==> src/rtl/id_ex_alu_issue_pkg.sv <==
// id_ex_alu_issue_pkg: constants and types shared by the ID-stage ALU issue logic
// and the EX-stage ALU.
//   - 4-bit ALU control codes
//   - RV32I opcode and funct3/funct7 constants
//   - operand-select enums
//   - a helper that maps funct3 and the funct7 "alt" bit to an ALU code
package id_ex_alu_issue_pkg;

    // ALU control codes
    localparam logic [3:0] ALU_ADD  = 4'b0001;
    localparam logic [3:0] ALU_SUB  = 4'b0010;
    localparam logic [3:0] ALU_AND  = 4'b0011;
    localparam logic [3:0] ALU_OR   = 4'b0100;
    localparam logic [3:0] ALU_XOR  = 4'b0101;
    localparam logic [3:0] ALU_SLL  = 4'b0110;
    localparam logic [3:0] ALU_SRL  = 4'b0111;
    localparam logic [3:0] ALU_SLT  = 4'b1000;
    localparam logic [3:0] ALU_SLTU = 4'b1001;
    localparam logic [3:0] ALU_SRA  = 4'b1010;
    localparam logic [3:0] ALU_AP4  = 4'b1011;  // A + 4, link address
    localparam logic [3:0] ALU_BOUT = 4'b1100;  // pass operand B

    // Major opcodes
    localparam logic [6:0] OP_R      = 7'b0110011;
    localparam logic [6:0] OP_IMM    = 7'b0010011;
    localparam logic [6:0] OP_LUI    = 7'b0110111;
    localparam logic [6:0] OP_AUIPC  = 7'b0010111;
    localparam logic [6:0] OP_JAL    = 7'b1101111;
    localparam logic [6:0] OP_JALR   = 7'b1100111;
    localparam logic [6:0] OP_LOAD   = 7'b0000011;
    localparam logic [6:0] OP_STORE  = 7'b0100011;
    localparam logic [6:0] OP_BRANCH = 7'b1100011;

    // ALU funct3
    localparam logic [2:0] F3_ADD_SUB = 3'b000;
    localparam logic [2:0] F3_SLL     = 3'b001;
    localparam logic [2:0] F3_SLT     = 3'b010;
    localparam logic [2:0] F3_SLTU    = 3'b011;
    localparam logic [2:0] F3_XOR     = 3'b100;
    localparam logic [2:0] F3_SRL_SRA = 3'b101;
    localparam logic [2:0] F3_OR      = 3'b110;
    localparam logic [2:0] F3_AND     = 3'b111;

    // Branch funct3
    localparam logic [2:0] F3_BEQ  = 3'b000;
    localparam logic [2:0] F3_BNE  = 3'b001;
    localparam logic [2:0] F3_BLT  = 3'b100;
    localparam logic [2:0] F3_BGE  = 3'b101;
    localparam logic [2:0] F3_BLTU = 3'b110;
    localparam logic [2:0] F3_BGEU = 3'b111;

    // Load/store funct3
    localparam logic [2:0] F3_LB  = 3'b000;
    localparam logic [2:0] F3_LH  = 3'b001;
    localparam logic [2:0] F3_LW  = 3'b010;
    localparam logic [2:0] F3_LBU = 3'b100;
    localparam logic [2:0] F3_LHU = 3'b101;
    localparam logic [2:0] F3_JALR = 3'b000;

    // funct7 values
    localparam logic [6:0] F7_BASE = 7'b0000000;
    localparam logic [6:0] F7_ALT  = 7'b0100000;

    typedef enum logic [1:0] {
        ASelRs1  = 2'd0,
        ASelPc   = 2'd1,
        ASelZero = 2'd2
    } a_sel_e;

    typedef enum logic [1:0] {
        BSelRs2  = 2'd0,
        BSelImm  = 2'd1,
        BSelZero = 2'd2
    } b_sel_e;

    // Register/immediate ALU op from funct3; alt selects SUB/SRA over ADD/SRL.
    function automatic logic [3:0] alu_op_from_f3(input logic [2:0] f3, input logic alt);
        logic [3:0] op;
        unique case (f3)
            F3_ADD_SUB: op = alt ? ALU_SUB : ALU_ADD;
            F3_SLL:     op = ALU_SLL;
            F3_SLT:     op = ALU_SLT;
            F3_SLTU:    op = ALU_SLTU;
            F3_XOR:     op = ALU_XOR;
            F3_SRL_SRA: op = alt ? ALU_SRA : ALU_SRL;
            F3_OR:      op = ALU_OR;
            F3_AND:     op = ALU_AND;
            default:    op = ALU_ADD;
        endcase
        return op;
    endfunction

endpackage

==> src/rtl/id_ex_alu_issue_alu_ctrl_decode.sv <==
// alu_ctrl_decode: combinational RV32I decode for the ALU issue path.
// Ports:
//   i_inst        instruction word in ID
//   o_alu_ctrl    4-bit ALU control code (ILLEGAL_CTRL when illegal)
//   o_a_sel       operand A select (a_sel_e encoding)
//   o_b_sel       operand B select (b_sel_e encoding)
//   o_imm         sign-extended / shifted immediate for operand B
//   o_reg_write   writeback enable (already qualified with rd != 0)
//   o_illegal     instruction is not a supported RV32I encoding
module alu_ctrl_decode
    import id_ex_alu_issue_pkg::*;
#(
    parameter logic [3:0] ILLEGAL_CTRL = 4'b0000
) (
    input  logic [31:0] i_inst,
    output logic [3:0]  o_alu_ctrl,
    output logic [1:0]  o_a_sel,
    output logic [1:0]  o_b_sel,
    output logic [31:0] o_imm,
    output logic        o_reg_write,
    output logic        o_illegal
);

    logic [6:0]  w_opcode;
    logic [2:0]  w_f3;
    logic [6:0]  w_f7;
    logic [4:0]  w_rd;
    logic [31:0] w_imm_i;
    logic [31:0] w_imm_s;
    logic [31:0] w_imm_u;
    logic [31:0] w_imm_sh;

    logic [3:0]  w_ctrl;
    a_sel_e      w_a_sel;
    b_sel_e      w_b_sel;
    logic [31:0] w_imm;
    logic        w_writes_rd;
    logic        w_illegal;

    assign w_opcode = i_inst[6:0];
    assign w_f3     = i_inst[14:12];
    assign w_f7     = i_inst[31:25];
    assign w_rd     = i_inst[11:7];
    assign w_imm_i  = {{20{i_inst[31]}}, i_inst[31:20]};
    assign w_imm_s  = {{20{i_inst[31]}}, i_inst[31:25], i_inst[11:7]};
    assign w_imm_u  = {i_inst[31:12], 12'b0};
    assign w_imm_sh = {27'b0, i_inst[24:20]};

    always_comb begin
        w_ctrl      = ILLEGAL_CTRL;
        w_a_sel     = ASelZero;
        w_b_sel     = BSelZero;
        w_imm       = '0;
        w_writes_rd = 1'b0;
        w_illegal   = 1'b0;

        case (w_opcode)
            OP_R: begin
                w_a_sel     = ASelRs1;
                w_b_sel     = BSelRs2;
                w_writes_rd = 1'b1;
                if (w_f7 == F7_BASE) begin
                    w_ctrl = alu_op_from_f3(w_f3, 1'b0);
                end else if (w_f7 == F7_ALT &&
                             (w_f3 == F3_ADD_SUB || w_f3 == F3_SRL_SRA)) begin
                    w_ctrl = alu_op_from_f3(w_f3, 1'b1);
                end else begin
                    w_illegal = 1'b1;
                end
            end
            OP_IMM: begin
                w_a_sel     = ASelRs1;
                w_b_sel     = BSelImm;
                w_writes_rd = 1'b1;
                if (w_f3 == F3_SLL) begin
                    w_imm = w_imm_sh;
                    if (w_f7 == F7_BASE) w_ctrl = ALU_SLL;
                    else                 w_illegal = 1'b1;
                end else if (w_f3 == F3_SRL_SRA) begin
                    w_imm = w_imm_sh;
                    if (w_f7 == F7_BASE)     w_ctrl = ALU_SRL;
                    else if (w_f7 == F7_ALT) w_ctrl = ALU_SRA;
                    else                     w_illegal = 1'b1;
                end else begin
                    // No ADDI/SUBI split: funct7 bits are immediate here
                    w_imm  = w_imm_i;
                    w_ctrl = alu_op_from_f3(w_f3, 1'b0);
                end
            end
            OP_LUI: begin
                w_ctrl      = ALU_BOUT;
                w_a_sel     = ASelZero;
                w_b_sel     = BSelImm;
                w_imm       = w_imm_u;
                w_writes_rd = 1'b1;
            end
            OP_AUIPC: begin
                w_ctrl      = ALU_ADD;
                w_a_sel     = ASelPc;
                w_b_sel     = BSelImm;
                w_imm       = w_imm_u;
                w_writes_rd = 1'b1;
            end
            OP_JAL: begin
                w_ctrl      = ALU_AP4;
                w_a_sel     = ASelPc;
                w_b_sel     = BSelZero;
                w_writes_rd = 1'b1;
            end
            OP_JALR: begin
                if (w_f3 == F3_JALR) begin
                    w_ctrl      = ALU_AP4;
                    w_a_sel     = ASelPc;
                    w_b_sel     = BSelZero;
                    w_writes_rd = 1'b1;
                end else begin
                    w_illegal = 1'b1;
                end
            end
            OP_LOAD: begin
                if (w_f3 == F3_LB || w_f3 == F3_LH || w_f3 == F3_LW ||
                    w_f3 == F3_LBU || w_f3 == F3_LHU) begin
                    w_ctrl      = ALU_ADD;
                    w_a_sel     = ASelRs1;
                    w_b_sel     = BSelImm;
                    w_imm       = w_imm_i;
                    w_writes_rd = 1'b1;
                end else begin
                    w_illegal = 1'b1;
                end
            end
            OP_STORE: begin
                if (w_f3 == F3_LB || w_f3 == F3_LH || w_f3 == F3_LW) begin
                    w_ctrl  = ALU_ADD;
                    w_a_sel = ASelRs1;
                    w_b_sel = BSelImm;
                    w_imm   = w_imm_s;
                end else begin
                    w_illegal = 1'b1;
                end
            end
            OP_BRANCH: begin
                w_a_sel = ASelRs1;
                w_b_sel = BSelRs2;
                case (w_f3)
                    F3_BEQ, F3_BNE:   w_ctrl = ALU_SUB;
                    F3_BLT, F3_BGE:   w_ctrl = ALU_SLT;
                    F3_BLTU, F3_BGEU: w_ctrl = ALU_SLTU;
                    default:          w_illegal = 1'b1;
                endcase
            end
            default: w_illegal = 1'b1;
        endcase

        // Illegal words carry no operands and never write back
        if (w_illegal) begin
            w_ctrl      = ILLEGAL_CTRL;
            w_a_sel     = ASelZero;
            w_b_sel     = BSelZero;
            w_imm       = '0;
            w_writes_rd = 1'b0;
        end
    end

    assign o_alu_ctrl  = w_ctrl;
    assign o_a_sel     = w_a_sel;
    assign o_b_sel     = w_b_sel;
    assign o_imm       = w_imm;
    assign o_reg_write = w_writes_rd && (w_rd != 5'd0);
    assign o_illegal   = w_illegal;

endmodule

==> src/rtl/id_ex_alu_issue.sv <==
// id_ex_alu_issue: decodes the RV32I instruction in ID, muxes ALU operands and
// registers them with writeback side-band into the ID/EX pipeline register.
// Edge priority: reset > flush (bubble) > stall (hold) > load.
// Ports:
//   i_clk, i_rst        clock, synchronous active-high reset
//   i_stall, i_flush    hold / bubble the ID/EX register
//   i_id_valid          ID inputs are valid (0 loads a bubble)
//   i_inst, i_pc        instruction word and its PC
//   i_rs1_data/rs2_data forwarded register operands
//   o_ex_*              registered EX-stage ALU operands, control and side-band
module id_ex_alu_issue
    import id_ex_alu_issue_pkg::*;
#(
    parameter int unsigned XLEN         = 32,
    parameter logic [3:0]  ILLEGAL_CTRL = 4'b0000
) (
    input  logic            i_clk,
    input  logic            i_rst,
    input  logic            i_stall,
    input  logic            i_flush,
    input  logic            i_id_valid,
    input  logic [31:0]     i_inst,
    input  logic [XLEN-1:0] i_pc,
    input  logic [XLEN-1:0] i_rs1_data,
    input  logic [XLEN-1:0] i_rs2_data,
    output logic            o_ex_valid,
    output logic [XLEN-1:0] o_ex_alu_a,
    output logic [XLEN-1:0] o_ex_alu_b,
    output logic [3:0]      o_ex_alu_ctrl,
    output logic [4:0]      o_ex_rd,
    output logic            o_ex_reg_write,
    output logic            o_ex_illegal,
    output logic [XLEN-1:0] o_ex_pc,
    output logic [XLEN-1:0] o_ex_store_data
);

    logic [3:0]      w_alu_ctrl;
    logic [1:0]      w_a_sel;
    logic [1:0]      w_b_sel;
    logic [31:0]     w_imm;
    logic            w_reg_write;
    logic            w_illegal;
    logic [XLEN-1:0] w_alu_a;
    logic [XLEN-1:0] w_alu_b;

    logic            r_valid;
    logic [XLEN-1:0] r_alu_a;
    logic [XLEN-1:0] r_alu_b;
    logic [3:0]      r_alu_ctrl;
    logic [4:0]      r_rd;
    logic            r_reg_write;
    logic            r_illegal;
    logic [XLEN-1:0] r_pc;
    logic [XLEN-1:0] r_store_data;

    alu_ctrl_decode #(
        .ILLEGAL_CTRL (ILLEGAL_CTRL)
    ) u_decode (
        .i_inst      (i_inst),
        .o_alu_ctrl  (w_alu_ctrl),
        .o_a_sel     (w_a_sel),
        .o_b_sel     (w_b_sel),
        .o_imm       (w_imm),
        .o_reg_write (w_reg_write),
        .o_illegal   (w_illegal)
    );

    always_comb begin
        w_alu_a = '0;
        case (a_sel_e'(w_a_sel))
            ASelRs1: w_alu_a = i_rs1_data;
            ASelPc:  w_alu_a = i_pc;
            default: w_alu_a = '0;
        endcase
    end

    always_comb begin
        w_alu_b = '0;
        case (b_sel_e'(w_b_sel))
            BSelRs2: w_alu_b = i_rs2_data;
            BSelImm: w_alu_b = w_imm;
            default: w_alu_b = '0;
        endcase
    end

    always_ff @(posedge i_clk) begin
        if (i_rst || i_flush || (!i_stall && !i_id_valid)) begin
            r_valid      <= 1'b0;
            r_alu_a      <= '0;
            r_alu_b      <= '0;
            r_alu_ctrl   <= ILLEGAL_CTRL;
            r_rd         <= '0;
            r_reg_write  <= 1'b0;
            r_illegal    <= 1'b0;
            r_pc         <= '0;
            r_store_data <= '0;
        end else if (!i_stall) begin
            r_valid      <= 1'b1;
            r_alu_a      <= w_alu_a;
            r_alu_b      <= w_alu_b;
            r_alu_ctrl   <= w_alu_ctrl;
            // Illegal slots keep only the PC so a trap handler can locate them
            r_rd         <= w_illegal ? 5'd0 : i_inst[11:7];
            r_reg_write  <= w_reg_write;
            r_illegal    <= w_illegal;
            r_pc         <= i_pc;
            r_store_data <= w_illegal ? '0 : i_rs2_data;
        end
    end

    assign o_ex_valid      = r_valid;
    assign o_ex_alu_a      = r_alu_a;
    assign o_ex_alu_b      = r_alu_b;
    assign o_ex_alu_ctrl   = r_alu_ctrl;
    assign o_ex_rd         = r_rd;
    assign o_ex_reg_write  = r_reg_write;
    assign o_ex_illegal    = r_illegal;
    assign o_ex_pc         = r_pc;
    assign o_ex_store_data = r_store_data;

endmodule

==> config.mk <==
export PLATFORM = sky130hd
export DESIGN_NAME = id_ex_alu_issue
export DESIGN_NICKNAME = d
export VERILOG_FILES = /design/src/rtl/id_ex_alu_issue_pkg.sv /design/src/rtl/id_ex_alu_issue_alu_ctrl_decode.sv /design/src/rtl/id_ex_alu_issue.sv
export SDC_FILE = /design/constraint.sdc
export NUM_CORES = 1
export LEC_CHECK = 0
export ABC_AREA = 1
export CAP_MARGIN = 10
export CORE_UTILIZATION = 48
export CTS_CLUSTER_SIZE = 10
export DETAILED_ROUTE_END_ITERATION = 8
export GPL_TIMING_DRIVEN = 0
export PLACE_DENSITY = 0.95
export SLEW_MARGIN = 20
export SYNTH_ARGS = -nofsm -noshare
export SYNTH_HDL_FRONTEND = slang
export SYNTH_SLANG_ARGS = --single-unit
==> constraint.sdc <==
create_clock -name i_clk -period 5.05 [get_ports i_clk]
set_input_delay 0.7575 -clock i_clk [delete_from_list [all_inputs] [get_ports i_clk]]
set_output_delay 0.7575 -clock i_clk [all_outputs]
set_load 0.02 [all_outputs]
==> metrics.md, run 1 <==
| Metric | Value |
|---|---|
| Status | finished clean |
| # fillers | approximately 1100 |
| Io pins | between 200 and 300 |
| First-pass GRT wire length | a little over 40 mm |
| # nets final | ~1500 |
| Clock buffer depth | 2 |
| Min cycle time layout | between 3000 and 4000 ps |
| Startpoint types | input pin |
| Max-Cap Viols | 0 |
| DRT iter0 DRCs | between 700 and 800 |
| Worst Setup End Kind | register |
| GR Util All Layers | between 30% and 40% |
| Layout cells sized above 1 | 8.909% |
| Largest net degree at the start of global routing | 17 |
| CP Data Required Time | 5370 ps |
| Post-synthesis cell type count | 37 |
| # port buffers | 270 |
| Syn Nets | between 1000 and 1500 |
| Vias | between 8000 and 9000 |
| Crit path arrival time | ~3500 ps |
| RSZ-0062 raised after global routing | false |
| Placed Cells | between 1000 and 1500 |
| CTS Buf Count | 17 |
| DRC | 0 |
| Initial core utilization | 49.98% |
| Worst-path clk slew | ~60 ps |
| Seq/Total Area, Yosys | 39.78% |
| Actual slew at the worst max-slew pin | between 800 and 900 ps |
| Routed Wire Length | 27.42 mm |
| Setup violations, final | 0 |
| DIE WIDTH | between 100 and 150 µm |
| Final hold violations | 0 |
| Worst hold path type | reg -> reg |
| Setup TNS | 0 ps |
| Final Non-Filler Cells | approximately 1500 |
| Gate count after technology mapping | 1045 |
| CTS tree | done |
| ANT nets after route | 0 |
| Yosys reg bits | 140 |
| Initial antenna violation count | 0 |
| DP Worst Slack | 1589 ps |
| Final GP Congestion | ~0.95 |
| Power Dens Cells | 259.2 nW/µm² |
| Design Power | 0.002741 W |
| Core Util, Final | 75.00% |
| Vias in the first global route | between 7000 and 8000 |
| Die height | around 120 µm |
| Final WS setup | 1929 ps |
| Worst-Skew Late Latency | approximately 430 ps |
| Die area | about 15000 µm² |
| CTS Hold Buffers Added | 0 |
| Post-Syn Area | ~7000 µm² |
| Area grow syn2layout | 50.06% |
| Syn avg cell area | approximately 6.7 µm² |
| Core Rows | 43 |
| Final clock skew | 0 ps |
| Critical path class | in -> reg |
| Peak supply drop | about 0.00023 V |
| Slew headroom | 44.60% |
| Fmax | 320.4 MHz |
| Final Max Tran Viols | 0 |
| Leakage | about 4.2 nW |
| Root Driver | clkbuf_16 |
| First drt pass iteration count | 8 |
| Period utilisation layout | about three fifths |
| Crit-path max FO | 7 |
| Multi-input logic area | between 3000 and 4000 µm² |
| Number of buffers added for setup after CTS | 0 |
| Via density | between 5 and 6 |
| Remaining Overflow, GRT | 0 |
| Hpwl dp | between 20 and 25 mm |
| Ant diodes | 0 |
| Wire length per cell | between 15 and 20 µm |
| CTS resizes | 0 |
| CORE AREA | between 10000 and 15000 µm² |
| Syn. warnings | 0 |
| Register Area | ~2800 µm² |
| H-tree levels | 4 |
| Clock sinks | 140 |
[kinds of logic after synthesis]
group / Yosys count / share of synthesized area (%)
simple gates: 570 / 35.70
compound gates: 183 / 14.22
buf+inv: 147 / 9.412
flops: 140 / 39.78
fa+ha+maj: 5 / 0.8879
[placed cells by master (no fill, tap or decap), drive strengths merged]
cell type      instances
nand3                 34
a211oi                 1
nand2                407
buf                   34
a31oi                  2
clkinv                 6
bufinv                 2
clkbuf                52
dfxtp                140
inv                   80
o211ai                 4
nor3                   4
nand4                 65
ha                     5
o311ai                 1
a21oi                146
o22ai                  4
nand3b                 1
dlygate4sd1            2
clkdlybuf4s50        270
o21ai                 25
nor2                  59
clkinvlp               3
[layout make-up]
cell class	count	area share (%)
repair buffers	270	25.56
clock inverters	14	1.515
plain buffers	70	3.491
multi-input cells	758	33.86
inverters	77	2.781
clock buffers	18	4.154
well taps	180	2.130
flip-flops and latches	140	26.51
[synth_stat cells, drive strengths merged]
library cell / n / area share [%]
nand2: 407 / 22
a21oi: 146 / 11
dfxtp: 140 / 40
inv: 76 / 4.1
nand4: 65 / 5.8
nor2: 59 / 4.2
buf: 34 / 3.2
clkbuf: 34 / 1.8
nand3: 34 / 2.6
o21ai: 25 / 2.0
ha: 5 / 0.89
nor3: 4 / 0.60
o211ai: 4 / 0.43
o22ai: 4 / 0.36
a31oi: 2 / 0.27
dlygate4sd1: 2 / 0.25
a211oi: 1 / 0.11
clkinv: 1 / 0.053
nand3b: 1 / 0.11
o311ai: 1 / 0.12
[routing by layer]
| layer | up-vias | global-route usage, % | routed length (µm) |
|---|---|---|---|
| met4 | 0 | 19.05 | 1203 |
| met3 | 88 | 9.225 | 3005 |
| met1 | 3851 | 42.05 | 10400 |
| li1 | 3982 | - | - |
| met5 | - | 0 | 0 |
| met2 | 559 | 59.46 | 12810 |
[critical path, stage by stage]
cell and delay [ps]:
clkdlybuf4s50_1 690, inv_1 190, ha_1 280, inv_2 150, nand2_1 70, nor2_1 160
nor2_2 100, inv_2 60, nand2_1 70, a21oi_2 270, nor2_4 90, inv_1 220
a21oi_1 130, o21ai_1 160, inv_1 50
[flip-flops by register name, indices dropped and copies added, names as in the netlist]
signal           flops
o_ex_alu_a          32
o_ex_alu_b          32
o_ex_alu_ctrl        4
o_ex_illegal         1
o_ex_pc             32
o_ex_rd              5
o_ex_reg_write       1
o_ex_store_data     32
o_ex_valid           1
[stage by stage]
stage / area, µm² / hold WS [ps]
finish: 10570 / 461.5
global route: 10570 / 482.0
CTS: 10570 / 462.0
detailed placement: 9973 / 453.7
global placement: 9973 / 444.2
floorplan: 7046 / 534.5
[final timing paths]
path	startpoint	endpoint	slack (ps)	depth (start not counted)
setup reg to reg	o_ex_alu_b[15]	o_ex_alu_b[15]	4310	4
setup / recovery	i_inst[13]	o_ex_alu_b[15]	1930	15
hold reg to reg	o_ex_pc[7]	o_ex_pc[7]	460	2
hold / removal	o_ex_pc[7]	o_ex_pc[7]	460	2
[power by group]
part / internal, W / switching, W / leakage (nW) / total (W)
Combinational: 0.000152 / 0.000194 / 2.81 / 0.000345
Clock: 0.000750 / 0.000526 / 0.285 / 0.00128
Sequential: 0.00111 / 0.00000560 / 1.13 / 0.00112
Power figures use the tool's default switching activity.
==> run 2, diff against run 1 <==
--- a/config.mk
+++ b/config.mk
@@ -7,11 +7,11 @@
 export LEC_CHECK = 0
 export ABC_AREA = 1
 export CAP_MARGIN = 10
-export CORE_UTILIZATION = 48
+export CORE_UTILIZATION = 40
 export CTS_CLUSTER_SIZE = 10
 export DETAILED_ROUTE_END_ITERATION = 8
 export GPL_TIMING_DRIVEN = 0
-export PLACE_DENSITY = 0.95
+export PLACE_DENSITY = 0.86
 export SLEW_MARGIN = 20
 export SYNTH_ARGS = -nofsm -noshare
 export SYNTH_HDL_FRONTEND = slang
==> constraint.sdc (replaced) <==
create_clock -name i_clk -period 2.7 [get_ports i_clk]
set_input_delay 0.405 -clock i_clk [delete_from_list [all_inputs] [get_ports i_clk]]
set_output_delay 0.405 -clock i_clk [all_outputs]
set_load 0.02 [all_outputs]
==> metrics.md, run 2 (synthesis gave the netlist of run 1 again) <==
| Metric | Value |
|---|---|
| Slew headroom | 45.11% (was 44.60%) |
| Final hold violations | 0 (unchanged) |
| Ant diodes | 0 (unchanged) |
| Initial antenna violation count | 0 (unchanged) |
| Most frequent CP cell | nand2_1 (was inv_1) |
| Worst Setup End Kind | register (unchanged) |
| Crit-path max FO | 10 (was 7) |
| Clock buffer depth | 2 (unchanged) |
| Min cycle time layout | between 2000 and 2500 ps |
| Via density | 5.237 (was 5.553) |
| Cell depth of the worst flop-to-flop path | 4 (unchanged) |
| R2R Setup Slk | 1970 ps (was 4310 ps) |
| Vias | 8232 (was 8480) |
| DP Worst Slack | -450.3 ps (was 1589 ps) |
| Crit path arrival time | 2770 ps (was 3450 ps) |
| CORE AREA | 17240 µm² (was 14100 µm²) |
| Actual slew at the worst max-slew pin | 823.4 ps (was 831.0 ps) |
| Worst hold path type | reg -> reg (unchanged) |
| Clock sinks | 140 (unchanged) |
| Area grow syn2layout | 50.84% (was 50.06%) |
| First-pass GRT wire length | 40.63 mm (was 40.77 mm) |
| Leakage | 4.250 nW (was 4.227 nW) |
| Die area | 18150 µm² (was 15170 µm²) |
| Worst r2r src | o_ex_alu_b[15] (unchanged) |
| GRT Max-Usage Layer | met2 (unchanged) |
| Number of buffers added for setup after CTS | 0 (unchanged) |
| CTS tree | done (unchanged) |
| Peak supply drop | 0.0004336 V (was 0.0002303 V) |
| CP Data Required Time | 2990 ps (was 5370 ps) |
| Vias in the first global route | 7564 (was 7803) |
| CTS Buf Count | 17 (unchanged) |
| Initial core utilization | 40.88% (was 49.98%) |
| Hold depth | 2 (unchanged) |
| Root Driver | clkbuf_16 (unchanged) |
| Hpwl dp | 21.08 mm (was 20.59 mm) |
| RSZ-0062 raised after global routing | false (unchanged) |
| First drt pass iteration count | 6 (was 8) |
| Power Dens Cells | 482.8 nW/µm² (was 259.2 nW/µm²) |
| Worst-path clk slew | 60 ps (about the same) |
| Remaining Overflow, GRT | 0 (unchanged) |
| Leading cell types in the layout, fill and taps excluded | nand2_1, clkdlybuf4s50_1, dfxtp_1, a21oi_1 (was nand2_1, clkdlybuf4s50_1, dfxtp_1, a21oi_1, inv_1) |
| GR Util All Layers | 29.32% (was 35.73%) |
| Setup crit start | i_inst[13] (unchanged) |
| Routed Wire Length | 27.51 mm (was 27.42 mm) |
| Status | finished clean (unchanged) |
| Die height | 134.7 µm (was 123.2 µm) |
| Bufs and invs on worst path | 5 (was 6) |
| DRC | 0 (unchanged) |
| # nets final | 1472 (unchanged) |
| CTS Hold Buffers Added | 0 (unchanged) |
| Final Max Tran Viols | 0 (unchanged) |
| Final GP Congestion | 0.9180 (was 0.9526) |
| Crit path max-delay family | buffers and inverters (unchanged) |
| DRT iter0 DRCs | 656 (was 789) |
| Fmax | 403.3 MHz |
| Design Power | 0.005132 W (was 0.002741 W) |
| Core Rows | 48 (was 43) |
| ANT nets after route | 0 (unchanged) |
| # port buffers | 270 (unchanged) |
| Core Util, Final | 61.66% (was 75.00%) |
| H-tree levels | 4 (unchanged) |
| Period utilisation layout | approximately nine tenths |
| Crit-path cells | dlygate4sd2_1 > inv_1 > ha_1 > inv_2 > nand2_1 > nor2_1 > nor2_2 > inv_2 > nand2_1 > a21oi_2 > nor2_4 > buf_6 > a21oi_1 > nand2_1 > nand2_1 > a21oi_1 (was clkdlybuf4s50_1 > inv_1 > ha_1 > inv_2 > nand2_1 > nor2_1 > nor2_2 > inv_2 > nand2_1 > a21oi_2 > nor2_4 > inv_1 > a21oi_1 > o21ai_1 > inv_1) |
| Slowest CP cell | dlygate4sd2_1 (was clkdlybuf4s50_1) |
| Layout cells sized above 1 | 9.057% (was 8.909%) |
| Worst Hold Launch | o_ex_pc[7] (unchanged) |
| Met3 global-route usage | 7.132% (was 9.225%) |
| Startpoint types | input pin (unchanged) |
| CP peak stage delay | 400 ps (was 690 ps) |
| Final WS setup | 220.7 ps (was 1929 ps) |
| DIE WIDTH | 134.7 µm (was 123.2 µm) |
| Worst-Skew Late Latency | 420 ps (was 430 ps) |
| Worst Hold End | o_ex_pc[7] (unchanged) |
| Wire length per cell | 17.50 µm (was 17.96 µm) |
| Setup violations, final | 0 (unchanged) |
| Critical path class | in -> reg (unchanged) |
| Largest net degree at the start of global routing | 17 (unchanged) |
| GR Util met1 | 35.46% (was 42.05%) |
| M2 GR Usage | 50.77% (was 59.46%) |
| # fillers | 1550 (was 1081) |
| Final clock skew | 0 ps (unchanged) |
| Commonest non-fill, non-tap cell in the layout | nand2_1 (unchanged) |
| Max-Cap Viols | 0 (unchanged) |
| Io pins | 273 (unchanged) |
| Worst flop-to-flop path endpoint | o_ex_alu_b[15] (unchanged) |
-- run 2: changes by cell type in the layout (fill, tap and decap cells not counted), sizes merged --
cell | previous run | this run
clkdlybuf4s50 | 270 | 268
clkinv | 6 | 8
dlymetal6s2s | 0 | 1
clkinvlp | 3 | 1
clkbuf | 52 | 54
dlygate4sd2 | 0 | 1
inv | 80 | 78
-- run 2: layout make-up --
class                   instances  area [µm²]  share of cell area, %
multi-input cells             758        3580                  33.68
flip-flops and latches        140        2803                  26.37
repair buffers                270        2704                  25.44
clock buffers                  20       456.7                  4.297
plain buffers                  70       371.6                  3.497
inverters                      77       294.0                  2.767
well taps                     225       281.5                  2.649
clock inverters                12       137.6                  1.295
-- run 2: per-stage QoR --
step	hold WS (ps)	cells	cell area (µm²)	TNS [ps]
after floorplan	534.5	1045	7046	0
after global placement	445.9	1540	10030	-35040
after detailed placement	451.5	1540	10030	-33280
after CTS	445.6	1572	10620	0
after global routing	473.0	1572	10630	0
final	460.9	1572	10630	0
-- run 2: worst max-delay path by stage --
| stage | to | slack [ps] | cells after the start |
|---|---|---|---|
| finish | o_ex_alu_b[25] | 220 | 16 |
| global route | o_ex_store_data[2] | 70 | 13 |
| CTS | o_ex_alu_b[25] | 30 | 14 |
| detailed placement | o_ex_alu_b[25] | -450 | 16 |
| global placement | o_ex_alu_b[25] | -490 | 16 |
| floorplan | o_ex_store_data[1] | 740 | 13 |
-- run 2: tightest hold or removal path, cell delays in order, from the launching register on --
cell and delay [ps]:
dfxtp_1 310, nand2_1 50, a21oi_1 50
-- run 2: timing repair --
| item | in CTS | in global routing |
|---|---|---|
| hold endpoints to repair | 0 | 0 |
| pin swaps | 0 | 1 |
| gates resized for setup | 1 | 6 |
| setup endpoints to repair | 1 | 75 |
-- run 2: per-layer routing --
metal | part of all wire, % | wire length, µm | vias to the layer above
met5 | 0 | 0 | -
met4 | 2.8 | 757 | 0
met3 | 8.9 | 2436 | 55
met2 | 47 | 13040 | 400
met1 | 41 | 11280 | 3794
li1 | - | - | 3983
-- run 2: power breakdown --
part           total (W)  internal (W)  switching (W)
registers        0.00209       0.00208      0.0000101
clock network    0.00239       0.00142       0.000973
logic           0.000644      0.000283       0.000361
total            0.00513       0.00379        0.00134
==> run 3, diff against run 2 <==
--- a/config.mk
+++ b/config.mk
@@ -6,6 +6,7 @@
 export NUM_CORES = 1
 export LEC_CHECK = 0
 export ABC_AREA = 1
+export ABC_CLOCK_PERIOD_IN_PS = 2700
 export CAP_MARGIN = 10
 export CORE_UTILIZATION = 40
 export CTS_CLUSTER_SIZE = 10
==> results of run 3 <==
Final layout, timing and power as in run 2 (identical DEF).
